--- src/rtl/cmp_pkg.sv ---
// Shared types and defaults for the sequential compare-and-branch stage.
package cmp_pkg;

  localparam int CMP_WIDTH = 16;
  localparam int CMP_SLICE = 4;

  typedef enum logic [2:0] {
    C_EQ     = 3'b000,
    C_NE     = 3'b001,
    C_LT     = 3'b010,
    C_GE     = 3'b011,
    C_GT     = 3'b100,
    C_LE     = 3'b101,
    C_ALWAYS = 3'b110,
    C_NEVER  = 3'b111
  } cond_e;

  typedef enum logic [1:0] {
    S_IDLE = 2'd0,
    S_SCAN = 2'd1,
    S_DONE = 2'd2
  } state_e;

  function automatic logic take_f(cond_e c, logic lt, logic gt, logic eq);
    case (c)
      C_EQ:     take_f = eq;
      C_NE:     take_f = ~eq;
      C_LT:     take_f = lt;
      C_GE:     take_f = ~lt;
      C_GT:     take_f = gt;
      C_LE:     take_f = ~gt;
      C_ALWAYS: take_f = 1'b1;
      default:  take_f = 1'b0;
    endcase
  endfunction

endpackage

--- src/rtl/comp_slice.sv ---
// Combinational unsigned compare of one operand slice.
module comp_slice #(
  parameter int SLICE = 4
) (
  input  logic [SLICE-1:0] a_i,
  input  logic [SLICE-1:0] b_i,
  output logic             lt_o,
  output logic             gt_o,
  output logic             eq_o
);

  assign lt_o = (a_i < b_i);
  assign gt_o = (a_i > b_i);
  assign eq_o = (a_i == b_i);

endmodule

--- src/rtl/cmp_branch_seq.sv ---
// Compare-and-branch stage: scans operands one slice per cycle, MS slice first,
// stopping at the first unequal slice. CMP_SIGNED_EN adds a signed_cmp input.
module cmp_branch_seq
  import cmp_pkg::*;
#(
  parameter int WIDTH = CMP_WIDTH,
  parameter int SLICE = CMP_SLICE
) (
  input  logic             clk,
  input  logic             rst_n,
  input  logic             in_valid,
  output logic             in_ready,
  input  logic [WIDTH-1:0] in1,
  input  logic [WIDTH-1:0] in2,
  input  logic [2:0]       cond,
`ifdef CMP_SIGNED_EN
  input  logic             signed_cmp,
`endif
  output logic             out_valid,
  input  logic             out_ready,
  output logic             a_less_b,
  output logic             a_greater_b,
  output logic             equal,
  output logic             taken,
  output logic             busy
);

  localparam int NSLICE = WIDTH / SLICE;
  localparam int IW     = (NSLICE > 1) ? $clog2(NSLICE) : 1;

  state_e           state_q, state_d;
  logic [WIDTH-1:0] a_q, a_d, b_q, b_d;
  cond_e            cond_q, cond_d;
  logic [IW-1:0]    idx_q, idx_d;
  logic             lt_q, lt_d, gt_q, gt_d, eq_q, eq_d, tk_q, tk_d;
  logic             sgn_q, sgn_d;

  logic [SLICE-1:0] a_sl, b_sl;
  logic             s_lt, s_gt, s_eq;

  // Flipping the sign bit of the top slice maps two's-complement order onto unsigned order.
  always_comb begin
    a_sl = a_q[idx_q*SLICE +: SLICE];
    b_sl = b_q[idx_q*SLICE +: SLICE];
    if (sgn_q && idx_q == IW'(NSLICE-1)) begin
      a_sl[SLICE-1] = ~a_sl[SLICE-1];
      b_sl[SLICE-1] = ~b_sl[SLICE-1];
    end
  end

  comp_slice #(.SLICE(SLICE)) u_slice (
    .a_i (a_sl),
    .b_i (b_sl),
    .lt_o(s_lt),
    .gt_o(s_gt),
    .eq_o(s_eq)
  );

  always_comb begin
    state_d = state_q;
    a_d     = a_q;
    b_d     = b_q;
    cond_d  = cond_q;
    idx_d   = idx_q;
    sgn_d   = sgn_q;
    lt_d    = lt_q;
    gt_d    = gt_q;
    eq_d    = eq_q;
    tk_d    = tk_q;
    case (state_q)
      S_IDLE: if (in_valid) begin
        a_d     = in1;
        b_d     = in2;
        cond_d  = cond_e'(cond);
`ifdef CMP_SIGNED_EN
        sgn_d   = signed_cmp;
`else
        sgn_d   = 1'b0;
`endif
        idx_d   = IW'(NSLICE-1);
        state_d = S_SCAN;
      end
      S_SCAN: if (!s_eq) begin
        lt_d    = s_lt;
        gt_d    = s_gt;
        eq_d    = 1'b0;
        tk_d    = take_f(cond_q, s_lt, s_gt, 1'b0);
        state_d = S_DONE;
      end else if (idx_q == '0) begin
        lt_d    = 1'b0;
        gt_d    = 1'b0;
        eq_d    = 1'b1;
        tk_d    = take_f(cond_q, 1'b0, 1'b0, 1'b1);
        state_d = S_DONE;
      end else begin
        idx_d   = idx_q - IW'(1);
      end
      S_DONE: if (out_ready) begin
        lt_d    = 1'b0;
        gt_d    = 1'b0;
        eq_d    = 1'b0;
        tk_d    = 1'b0;
        state_d = S_IDLE;
      end
      default: state_d = S_IDLE;
    endcase
  end

  always_ff @(posedge clk or negedge rst_n) begin
    if (!rst_n) begin
      state_q <= S_IDLE;
      a_q     <= '0;
      b_q     <= '0;
      cond_q  <= C_EQ;
      idx_q   <= '0;
      sgn_q   <= 1'b0;
      lt_q    <= 1'b0;
      gt_q    <= 1'b0;
      eq_q    <= 1'b0;
      tk_q    <= 1'b0;
    end else begin
      state_q <= state_d;
      a_q     <= a_d;
      b_q     <= b_d;
      cond_q  <= cond_d;
      idx_q   <= idx_d;
      sgn_q   <= sgn_d;
      lt_q    <= lt_d;
      gt_q    <= gt_d;
      eq_q    <= eq_d;
      tk_q    <= tk_d;
    end
  end

  // Handshake outputs decode the state register only, so no input-to-output paths.
  assign in_ready    = (state_q == S_IDLE);
  assign out_valid   = (state_q == S_DONE);
  assign busy        = (state_q != S_IDLE);
  assign a_less_b    = lt_q;
  assign a_greater_b = gt_q;
  assign equal       = eq_q;
  assign taken       = tk_q;

endmodule

--- config.mk ---
export PLATFORM = sky130hd
export DESIGN_NAME = cmp_branch_seq
export DESIGN_NICKNAME = d
export VERILOG_FILES = /design/src/rtl/cmp_pkg.sv /design/src/rtl/comp_slice.sv /design/src/rtl/cmp_branch_seq.sv
export SDC_FILE = /design/constraint.sdc
export NUM_CORES = 1
export LEC_CHECK = 0
export ABC_AREA = 1
export CAP_MARGIN = 20
export CORE_ASPECT_RATIO = 1.2
export CORE_MARGIN = 4
export CORE_UTILIZATION = 56
export CTS_BUF_LIST = sky130_fd_sc_hd__clkbuf_4 sky130_fd_sc_hd__clkbuf_8
export DETAILED_ROUTE_END_ITERATION = 7
export GPL_TIMING_DRIVEN = 0
export PLACE_DENSITY = 0.92
export SKIP_CTS_REPAIR_TIMING = 1
export SYNTH_ARGS = -nofsm -noshare
export SYNTH_HDL_FRONTEND = slang
export SYNTH_HIERARCHICAL = 1
export SYNTH_SLANG_ARGS = --single-unit
export TNS_END_PERCENT = 50
--- constraint.sdc ---
create_clock -name clk -period 6.1 [get_ports clk]
set_input_delay 0.61 -clock clk [delete_from_list [all_inputs] [get_ports clk]]
set_output_delay 0.61 -clock clk [all_outputs]
set_load 0.02 [all_outputs]
==> flow_summary.ini <==
[route]
first_pass_iters = 4
totalWireLength_mm = 5.06
drc = 0
first_iter_violations = 94
dr_total_vias = 2001
antenna_left = 0
wl_per_cell_um = 13.3
via_per_inst = 5.25

[timing]
period_share_pct = 44.4
fin_worst_skew_ns = 0.00618
min_period_ns = 2.71
setup_viol = 0
hold_violations = 0
fmax_mhz = 370
tightestPinTransition_ns = 0.921
slew_headroom_pct = 38.6
finalSetupTns_ns = 0
drv_slew = 0
rsz0062_at_grt = false

[final_layout]
final_cell_mix = nand2_1 (92), dfrtp_1 (43), clkdlybuf4s50_1 (43), nand3_1 (40), nor2_1 (24)
stdcell_count = 381
diodes = 0
final_layout_size_suffix_gt1_share_pct = 6.38
layout_commonest_cell = nand2_1
syn2layout_area_growth_pct = 27.3
nNetsFinal = 373

[placement]
port_buffers = 44
place_congestion = 0.847
dp_cells = 374
post-dp-hpwl_mm = 3.74

[global_route]
grt_pass1_wl_mm = 8.40
grt_start_max_net_pins = 44
grt_usage_pct = 21.8
grt_pass1_vias = 2021
grt_overflow = 0
antenna_found_initial = 0

[clock_network]
clkLatencyLatePin_ns = 0.30
cts-root-buf = clkbuf_8
clock_path_buffers = 2
cts.sinks = 43
cts_tree = done
htreeDepth = 2
cts_made_buffers = 5
clk_pin_slew_ns = 0.08

[worst_setup_path]
crit_chain = inv_2 > buf_2 > nor2_1 > o22ai_1 > inv_1 > ha_1 > nand2_1 > nor2_1 > inv_2 > nor2_4 > nor2_2 > nor2_2 > o21ai_0 > o21ai_0
reg2regPathDepth = 14
crit_slowest_cell = dfrtp_1
crit_type = register to register
cp.arrival_ns = 2.93
end_kind = register
path_depth = 14
critical-path-top-delay-family = simple AND/OR/NAND/NOR gates
startpoint_type = register
crit_fanout = 10
max_stage_delay_ns = 0.48
worst_ep_required_time_ns = 6.32
path_buf_inv = 4

[die]
die_area_um2 = 4910
die_h_um = 76.0
pin_count = 46
core_um2 = 3660
rows = 24
start_util_pct = 58.8
die_width_um = 64.6

[hold_path]
hp-class = input port to asynchronous set/reset pin

[status]
outcome = finished clean

[synthesis]
ys_types = 22
postSynthCellCount = 278
yosys_warnings = 6
syn_area_per_cell_um2 = 7.75
ys_ff_latch = 43
synth_nets = 322
ys_seq_area_share_pct = 49.9
netlist_area_um2 = 2150

[power_and_ir_drop]
pwr_density_cell_nw_per_um2 = 562
power_mw = 1.54
static-leakage-power_nw = 1.38
max-vdd-ir-drop_mv = 0.288

[job]
max_cap_violations = 0
## per-stage QoR
stage	hold WS (ns)	utilization, %	setup WS (ns)	area, µm²
after floorplan	0.314	-	3.88	2150
after global placement	0.448	72.6	3.40	2660
after detailed placement	0.453	72.5	3.45	2660
after CTS	0.472	74.9	3.42	2740
after global routing	0.496	74.9	3.11	2740
final	0.443	74.9	3.39	2740
## final timing paths
| path | start | endpoint | slack, ns |
|---|---|---|---|
| max reg2reg | idx_q[0] | idx_q[0] | 3.39 |
| max | idx_q[0] | idx_q[0] | 3.39 |
| min in group clk | b_q[10] | b_q[10] | 0.47 |
| min | rst_n | a_less_b | 0.44 |
| min reg2reg | b_q[10] | b_q[10] | 0.47 |
| max in group asynchronous | rst_n | b_q[13] | 5.09 |
## power by group
part           total, mW  switching (mW)  internal [mW]
clock              0.183          0.0938         0.0888
combinational      0.833           0.504          0.328
sequential         0.526           0.104          0.422
## cells by family after synthesis
group | after synthesis | synth area share, %
buf+inv | 32 | 6.45
flops | 43 | 49.9
compound gates | 35 | 8.77
fa+ha+maj | 5 | 2.90
simple gates | 163 | 31.9
## flip-flops by register name, indices dropped and copies added, names as in the netlist
name / flops
a_greater_b: 1
a_less_b: 1
a_q: 16
b_q: 16
cond_q: 3
equal: 1
idx_q: 2
state_q: 2
taken: 1
## area by class of cell
class                      count  area, µm²
inverter                      19       71.3
buffer                        13       67.6
multi-input combinational    203        940
tap                           52       65.1
timing repair buffer          44        435
clock inverter                 1       5.00
fill                         278        921
clock buffer                   6       82.6
sequential                    43       1080
## worst reg2reg max path, stage by stage, from the launching register on
cell and delay (ns):
dfrtp_1 0.48, inv_2 0.18, buf_2 0.25, nor2_1 0.07, o22ai_1 0.16, inv_1 0.07
ha_1 0.30, nand2_1 0.08, nor2_1 0.39, inv_2 0.12, nor2_4 0.14, nor2_2 0.07
nor2_2 0.16, o21ai_0 0.10, o21ai_0 0.08
## per-layer routing
layer  vias to the layer above  wire (µm)  global-route usage (%)
met1                       918       2060                    24.1
met2                        67       2500                    38.3
met4                         0        195                    10.1
met5                         -          0                       0
met3                        19        292                    5.47
li1                        997          -                       -
## cell usage after synthesis (all sizes together)
cell type,n,area (µm²)
clkbuf,7,26.3
clkinv,1,3.75
buf,6,41.3
a21oi,5,25.0
o21ai,22,114
nor3,1,5.00
o22ai,8,50.1
nand2,92,345
nor2,28,125
dfrtp,43,1080
ha,5,62.6
nand3,40,200
inv,18,67.6
or2,1,6.26
and2,1,6.26
No activity file was read; power rests on OpenSTA's default activity.
